## src/rtl/vedic_arb_pkg.sv

```systemverilog
// Shared types and widths for the vedic_mul_arbiter slice.
// Optional build macro: VEDIC_ARB_PIPE_EN (adds the CALC2 pipeline state).
package vedic_arb_pkg;

  localparam int OP_W   = 8;
  localparam int PROD_W = 16;

  typedef enum logic [1:0] {
    IDLE  = 2'd0,
    CALC  = 2'd1,
    CALC2 = 2'd2,
    RESP  = 2'd3
  } arb_state_t;

endpackage

```

## src/rtl/rr_pick.sv

```systemverilog
// Combinational round-robin selector: first set request at or above ptr, wrapping
// modulo NREQ. Produces a one-hot grant, its index and an any-request flag.
module rr_pick #(
  parameter int NREQ = 4,
  parameter int ID_W = $clog2(NREQ)
) (
  input  logic [NREQ-1:0] req,
  input  logic [ID_W-1:0] ptr,
  output logic [NREQ-1:0] grant,
  output logic [ID_W-1:0] idx,
  output logic            any_req
);

  logic [2*NREQ-1:0] rot;

  assign rot = {req, req} >> ptr;

  always_comb begin
    // NOTE: every output gets a default before the loop so no path leaves it unassigned (no latch).
    idx     = '0;
    any_req = 1'b0;
    // Scan from the far end downward so the position closest to ptr is written last and wins.
    for (int k = NREQ - 1; k >= 0; k--) begin
      if (rot[k]) begin
        idx     = ID_W'((int'(ptr) + k) % NREQ);
        any_req = 1'b1;
      end
    end
    grant = any_req ? (NREQ'(1) << idx) : '0;
  end

endmodule

```

## src/rtl/vedic8x8.sv

```systemverilog
// Unsigned 8x8 Vedic (Urdhva-Tiryagbhyam) multiplier built from 2x2 and 4x4 blocks.
// Purely combinational.
module vedic8x8 (
  input  logic [7:0]  a,
  input  logic [7:0]  b,
  output logic [15:0] p
);

  function automatic logic [3:0] v2(input logic [1:0] x, input logic [1:0] y);
    logic       c;
    logic [3:0] r;
    r[0] = x[0] & y[0];
    r[1] = (x[1] & y[0]) ^ (x[0] & y[1]);
    c    = (x[1] & y[0]) & (x[0] & y[1]);
    r[2] = (x[1] & y[1]) ^ c;
    r[3] = (x[1] & y[1]) & c;
    return r;
  endfunction

  function automatic logic [7:0] v4(input logic [3:0] x, input logic [3:0] y);
    return {4'b0, v2(x[1:0], y[1:0])}
         + {2'b0, v2(x[3:2], y[1:0]), 2'b0}
         + {2'b0, v2(x[1:0], y[3:2]), 2'b0}
         + {v2(x[3:2], y[3:2]), 4'b0};
  endfunction

  assign p = {8'b0, v4(a[3:0], b[3:0])}
           + {4'b0, v4(a[7:4], b[3:0]), 4'b0}
           + {4'b0, v4(a[3:0], b[7:4]), 4'b0}
           + {v4(a[7:4], b[7:4]), 8'b0};

endmodule

```

## src/rtl/vedic_mul_arbiter.sv

```systemverilog
// Round-robin arbiter sharing one vedic8x8 among NREQ requesters, one transaction in flight.
// Optional build macro: VEDIC_ARB_PIPE_EN adds CALC2 and a multiplier output register.
module vedic_mul_arbiter
  import vedic_arb_pkg::*;
#(
  parameter int NREQ = 4,
  parameter int ID_W = $clog2(NREQ)
) (
  input  logic                 clk,
  input  logic                 rst,
  input  logic [NREQ-1:0]      req_valid,
  output logic [NREQ-1:0]      req_ready,
  input  logic [NREQ*OP_W-1:0] req_a,
  input  logic [NREQ*OP_W-1:0] req_b,
  output logic                 rsp_valid,
  input  logic                 rsp_ready,
  output logic [PROD_W-1:0]    rsp_product,
  output logic [ID_W-1:0]      rsp_id,
  output logic                 busy
);

  arb_state_t          state;
  logic [ID_W-1:0]     rr_ptr;
  logic [NREQ-1:0]     grant;
  logic [ID_W-1:0]     win_idx;
  logic                any_req;
  logic [OP_W-1:0]     a_q, b_q;
  logic [PROD_W-1:0]   mul_p;
  logic [OP_W-1:0]     a_arr [NREQ];
  logic [OP_W-1:0]     b_arr [NREQ];
`ifdef VEDIC_ARB_PIPE_EN
  logic [PROD_W-1:0]   p_q;
`endif

  for (genvar g = 0; g < NREQ; g++) begin : g_unpack
    assign a_arr[g] = req_a[g*OP_W +: OP_W];
    assign b_arr[g] = req_b[g*OP_W +: OP_W];
  end

  rr_pick #(.NREQ(NREQ), .ID_W(ID_W)) u_pick (
    .req     (req_valid),
    .ptr     (rr_ptr),
    .grant   (grant),
    .idx     (win_idx),
    .any_req (any_req)
  );

  vedic8x8 u_mul (
    .a (a_q),
    .b (b_q),
    .p (mul_p)
  );

  // Grants are only visible in IDLE, so nothing is accepted while a product is in flight.
  assign req_ready = (state == IDLE) ? grant : '0;
  assign rsp_valid = (state == RESP);
  assign busy      = (state != IDLE);

  // NOTE: sequential state uses non-blocking assignments so every flop samples pre-edge values.
  always_ff @(posedge clk) begin
    if (rst) begin
      state       <= IDLE;
      rr_ptr      <= '0;
      a_q         <= '0;
      b_q         <= '0;
      rsp_product <= '0;
      rsp_id      <= '0;
`ifdef VEDIC_ARB_PIPE_EN
      p_q         <= '0;
`endif
    end else begin
      case (state)
        IDLE: begin
          if (any_req) begin
            a_q    <= a_arr[win_idx];
            b_q    <= b_arr[win_idx];
            rsp_id <= win_idx;
            rr_ptr <= (win_idx == ID_W'(NREQ - 1)) ? '0 : win_idx + 1'b1;
            state  <= CALC;
          end
        end
        CALC: begin
`ifdef VEDIC_ARB_PIPE_EN
          p_q         <= mul_p;
          state       <= CALC2;
`else
          rsp_product <= mul_p;
          state       <= RESP;
`endif
        end
`ifdef VEDIC_ARB_PIPE_EN
        CALC2: begin
          rsp_product <= p_q;
          state       <= RESP;
        end
`endif
        RESP: begin
          if (rsp_ready) state <= IDLE;
        end
        default: state <= IDLE;
      endcase
    end
  end

endmodule
```

## config.mk

```make
export PLATFORM = sky130hd
export DESIGN_NAME = vedic_mul_arbiter
export DESIGN_NICKNAME = d
export VERILOG_FILES = /design/src/rtl/vedic_arb_pkg.sv /design/src/rtl/rr_pick.sv /design/src/rtl/vedic8x8.sv /design/src/rtl/vedic_mul_arbiter.sv
export SDC_FILE = /design/constraint.sdc
export NUM_CORES = 1
export LEC_CHECK = 0
export ABC_CLOCK_PERIOD_IN_PS = 9000
export BUFFER_PORTS_ARGS = -buffer_cell sky130_fd_sc_hd__buf_2
export CAP_MARGIN = 0
export CORE_MARGIN = 5
export CORE_UTILIZATION = 62
export DETAILED_ROUTE_END_ITERATION = 8
export HOLD_SLACK_MARGIN = 0.03
export PLACE_DENSITY = 0.94
export SLEW_MARGIN = 40
export SYNTH_ARGS = -nofsm -noshare
export SYNTH_HDL_FRONTEND = slang
export SYNTH_SLANG_ARGS = --single-unit
```

## constraint.sdc

```tcl
create_clock -name clk -period 9 [get_ports clk]
set_input_delay 1.35 -clock clk [delete_from_list [all_inputs] [get_ports clk]]
set_output_delay 1.35 -clock clk [all_outputs]
set_load 0.02 [all_outputs]
```

# --- Yosys cells after proc, flatten, opt, wreduce, memory -nomap -nowiden ---
# Index checks and enable logic that the tools add are counted.
word_totals:
  reg_bits: 38
  latchBits: 0
  ramBits: 0
  rom_bits: 0
  out_inout_bits: 24
  word_cells: 186
  memories: 0
op_classes:
  addsub: 19
  mul: 0
  n_div: 0
  order_cmp: 1
  eq_ne: 5
  n_shift: 2
  muxes: 20
  n_bitwise: 129
  n_reduce_logical: 4
ops:
  columns: ["operator", "n"]
  rows:
  - ["$and A1 B1 Y1", 96]
  - ["$add A8 B6 Y8", 4]
  - ["$add A8 B8 Y8", 4]
  - ["$bmux W8 S2", 2]
  - ["$mux W8", 4]
  - ["$xor A1 B1 Y1", 32]
  - ["$add A4 B6 Y7", 4]
  - ["$add A16 B12 Y16", 1]
  - ["$add A16 B16 Y16", 1]
  - ["$mux W2", 7]
  - ["$add A8 B12 Y13", 1]
  - ["$mux W4", 2]
  - ["$shr A8 B2 Y4", 1]
  - ["$pmux W2 S3", 1]
  - ["$add A2 B1 Y2 const B", 2]
  - ["$add A2 B2 Y2 const B", 2]
  - ["$eq A2 B2 Y1 const B", 2]
  - ["$mux W1", 4]
  - ["$reduce_and A2 Y1", 2]
  - ["$shl A1 B2 Y4 const A", 1]
  - ["$ge A3 B3 Y1 const B", 1]
  - ["$not A2 Y3", 1]
  - ["$eq A2 B1 Y1 const B", 1]
  - ["$logic_not A2 Y1", 1]
  - ["other kinds (3)", 3]

# --- Logic depth before layout (Yosys ltp) ---
logic_depth:
  word_depth: 9
  depth_mapped: 26

# --- Hierarchy ---
# A second synthesis with hierarchy kept.
hier_totals:
  hier_cells: 471
  hier_area_um2: 4403.0
modules_own_cells:
  columns: ["mod", "n_inst", "cells_each", "area_each_um2", "seq_area_each_um2"]
  rows:
  - ["vedic8x8", 1, 282, 2408.6, 0.0]
  - ["vedic_mul_arbiter", 1, 157, 1786.7, 760.7]
  - ["rr_pick", 1, 32, 207.7, 0.0]

# --- Least setup slack after synthesis ---
# Ideal clock, no wire load.
synth_path:
  kind: "register to register"
  from: "reg a_q[1]"
  to: "reg rsp_product[15]"
  setup_time_ns: 0.120
  arrival_ns: 5.862
  required_time_ns: 8.880
  slack_ns: 3.019
  stages_incl_launch_ff: 25
  path_buffers: 0
  period_less_slack_ns: 5.981
  cell_sequence: "dfxtp_1 > and2_1 > ha_1 > ha_1 > ha_1 > fa_1 > xor2_1 > fa_1 > inv_1 > fa_1 > inv_1 > ha_1 > fa_1 > a21o_1 > a21oi_1 > nor2_1 > xnor2_1 > fa_1 > inv_1 > ha_1 > o211ai_1 > o211ai_1 > a21oi_1 > o221a_1 > a211o_1"
synth_via:
  elab_chain_cells: 9
  elab_cells_between_ends: 33
  cone_classes: "add/sub: 9; bitwise: 24"
synth_lines:
  columns: ["item", "line", "rtl"]
  rows:
  - ["start: declaration", "vedic_mul_arbiter.sv:27", "logic [OP_W-1:0] a_q, b_q;"]
  - ["start signal: assignment", "vedic_mul_arbiter.sv:75", "a_q <= a_arr[win_idx];"]
  - ["$and A1 B1 Y1", "vedic8x8.sv:13, vedic8x8.sv:14", null]
  - ["$and A1 B1 Y1", "vedic8x8.sv:14", "c = (x[1] & y[0]) & (x[0] & y[1]);"]
  - ["$xor A1 B1 Y1 / $and A1 B1 Y1 (equally long branches)", "vedic8x8.sv:15, vedic8x8.sv:16", null]
  - ["$add A4 B6 Y7", "vedic8x8.sv:22", "+ {2'b0, v2(x[3:2], y[1:0]), 2'b0}"]
  - ["$add A8 B6 Y8", "vedic8x8.sv:23", "+ {2'b0, v2(x[1:0], y[3:2]), 2'b0}"]
  - ["$add A8 B8 Y8", "vedic8x8.sv:24", "+ {v2(x[3:2], y[3:2]), 4'b0};"]
  - ["$add A8 B12 Y13", "vedic8x8.sv:28", "+ {4'b0, v4(a[7:4], b[3:0]), 4'b0}"]
  - ["$add A16 B12 Y16 *", "vedic8x8.sv:29", "+ {4'b0, v4(a[3:0], b[7:4]), 4'b0}"]
  - ["$add A16 B16 Y16 *", "vedic8x8.sv:30", "+ {v4(a[7:4], b[7:4]), 8'b0};"]
  - ["end signal: assignment", "vedic_mul_arbiter.sv:87", "rsp_product <= mul_p;"]
  - ["end: declaration", "vedic_mul_arbiter.sv:17", "output logic [PROD_W-1:0] rsp_product,"]
# Mark *: on every way between the ends. The rest lies on a longest branch, timed or not.
# A chain may end at the register's enable or synchronous reset.

# --- Worst setup path after layout ---
layout_path:
  from: "reg a_q[0]"
  to: "reg rsp_product[15]"
# The elaborated chain is that of the path after synthesis.

==> flow_summary.json <==
{
  "dieArea_um2": 9710,
  "path_class": "flip-flop to flip-flop",
  "period_share": 0.731,
  "ys_warn_count": 0,
  "seq_area_frac_synth": 0.156,
  "p_total_uw": 632,
  "layout_commonest_cell": "buf_2",
  "slowest_delay_ns": 0.58,
  "ctsResizeCount": 0,
  "synth_ff_type": "dfxtp_1",
  "drtIter0Drc": 246,
  "tns_ns": 0,
  "clkLatencyLatePin_ns": 0.31,
  "initial_core_util": 0.632,
  "final_nets": 829,
  "netlist_area_um2": 4860,
  "io_buffers": 94,
  "vias_per_cell": 6.14,
  "leakagePower_uw": 0.00293,
  "crit_chain": "and2_1, ha_1, ha_1, ha_1, fa_1, xor2_1, fa_1, inv_1, fa_1, inv_1, ha_1, fa_1, a21o_1, a21oi_1, nor2_1, xnor2_1, fa_1, inv_1, ha_1, o211ai_1, o211ai_1, a21oi_1, o221a_1, a211o_1",
  "cp_max_fo": 9,
  "crit_required_ns": 9.20,
  "power_density_nw_per_um2": 115,
  "tightest_slew_ns": 0.771,
  "grt_start_max_net_pins": 36,
  "grt_pass1_wl_um": 21800,
  "num_antenna_cells": 0,
  "ys_ff_latch": 38,
  "syn_inst": 569,
  "ctsHoldBuffers": 0,
  "grt_pass1_vias": 4862,
  "place_area_um2": 5350,
  "core_um2": 7690,
  "cts_root_buf": "clkbuf_8",
  "die_w_um": 98.5,
  "cts_tree": "built",
  "synth_edf_count": 0,
  "final_cell_area_um2": 5490,
  "status": "completed",
  "mostFrequentLayoutCells": "94 x buf_2, 84 x ha_1, 64 x and2_1, 54 x inv_1",
  "htreeDepth": 2,
  "vdd_drop_max_uv": 116,
  "syn_to_final_growth_pct": 13.0,
  "syn_avg_cell_area_um2": 8.54,
  "finalNonFillerCells": 753,
  "antenna_found_initial": 0,
  "cts_buffers": 5,
  "rsz0062_at_grt": "false",
  "dpl.cell_count": 745,
  "wire_per_inst_um": 17.4,
  "num_vias": 4621,
  "async_flop_share": 0,
  "arrival_ns": 6.78,
  "clk_pin_slew_ns": 0.09,
  "crit_path_top_delay_cell": "fa_1",
  "antenna_left": 0,
  "setup_viol_count_final": 0,
  "io_pins": 95,
  "finalHoldViolations": 0,
  "cts_max_path_buffers": 2,
  "maxCapViolCount": 0,
  "routed_wl_um": 13100,
  "ys_types": 47,
  "critical_path.top_delay_family": "adder cells",
  "rows": 32,
  "dr.pass1.iters": 4,
  "maxSlewHeadroom": 0.486,
  "drive_gt1_frac": 0.174,
  "hold_path_class": "flip-flop to flip-flop",
  "globalRouteTotalUtil": 0.270,
  "die_y_um": 98.5,
  "clock_sinks": 38,
  "synth_nets": 748,
  "place_congestion": 0.915,
  "critPathCaptureType": "flip-flop",
  "min_period_ns": 6.58,
  "slew_viol_final": 0,
  "startpoint_type": "flip-flop",
  "dp.final_hpwl_um": 10500,
  "fin_skew_ns": 0.0162,
  "post-route-drc-count": 0,
  "critical_path_buf_inv_count": 3,
  "fmax_mhz": 152,
  "overflow": 0,
  "post_cts_buffers": 0
}
[stage by stage]
stage	hold slack [ns]	worst slack, ns	util
after global routing	0.481	2.10	0.714
final	0.457	2.42	0.714
after global placement	0.437	2.82	0.696
after detailed placement	0.447	2.57	0.696
after floorplan	0.456	3.02	-
after CTS	0.459	2.44	0.714
[worst min-delay path: cells and delay by family (launching register included)]
| family | cells | cell delay (ns) |
|---|---|---|
| simple gates | 1 | 0.05 |
| flops | 1 | 0.32 |
| compound gates | 1 | 0.05 |
[cells by family (layout without fill, tap and decap cells)]
| logic type | after synthesis | after routing | synth area share |
|---|---|---|---|
| XOR/XNOR | 30 | 30 | 0.0541 |
| AND/OR/NAND/NOR | 190 | 190 | 0.226 |
| multiplexers | 1 | 1 | 0.00206 |
| AO/OA/AOI/OAI | 123 | 123 | 0.176 |
| buffers and inverters | 79 | 161 | 0.0705 |
| adder cells (fa/ha/maj) | 108 | 108 | 0.315 |
| flip-flops | 38 | 38 | 0.156 |
[registers in the layout (all words and copies together), names as in the netlist]
register,flops
rsp_product,16
a_q,8
b_q,8
rr_ptr,2
rsp_id,2
state,2
[report_power, final]
group | total, uW | internal (uW) | switching [uW]
clock | 186 | 111 | 74.7
sequential | 218 | 186 | 31.6
combinational | 228 | 90.3 | 138
total | 632 | 388 | 244
[per-layer routing]
layer	global-route usage	vias to the layer above	routed length, um
met2	0.487	239	6590
met1	0.299	2165	4850
li1	-	2149	-
met4	0.151	0	763
met5	0	-	0
met3	0.0432	68	875
[synthesized netlist by cell type (3+ instances only)]
library cell,count,share of area
nor2_1,7,0.0054
xnor2_1,19,0.034
nand3_1,19,0.020
buf_2,5,0.0051
inv_1,54,0.042
a211oi_1,35,0.054
clkbuf_1,13,0.010
o211ai_1,3,0.0046
fa_1,24,0.099
ha_1,84,0.22
or2_1,3,0.0039
nor3b_1,34,0.053
nand2_1,38,0.029
xor2_1,11,0.020
o31ai_1,16,0.025
dfxtp_1,38,0.16
and3_1,6,0.0077
a21oi_1,35,0.036
nor2b_1,5,0.0064
buf_6,5,0.012
a21o_1,15,0.023
and2_1,64,0.082
nor3_1,3,0.0031
[final cells by class]
cell class                      instances  area [um^2]
Clock buffer                            5         68.8
Clock inverter                          3         68.8
Fill cell                             544         2200
Inverter                               56          213
Multi-Input combinational cell        452         3760
Sequential cell                        38          761
Tap cell                              102          128
Timing Repair Buffer                   97          493
[worst paths after layout]
check	cells after the start	start	endpoint	slack [ns]
setup / recovery	24	a_q[0]	rsp_product[15]	2.42
hold / removal	2	rsp_product[8]	rsp_product[8]	0.46
setup reg to reg	24	a_q[0]	rsp_product[15]	2.42
hold reg to reg	2	rsp_product[8]	rsp_product[8]	0.46
Power figures use the tool's default switching activity.
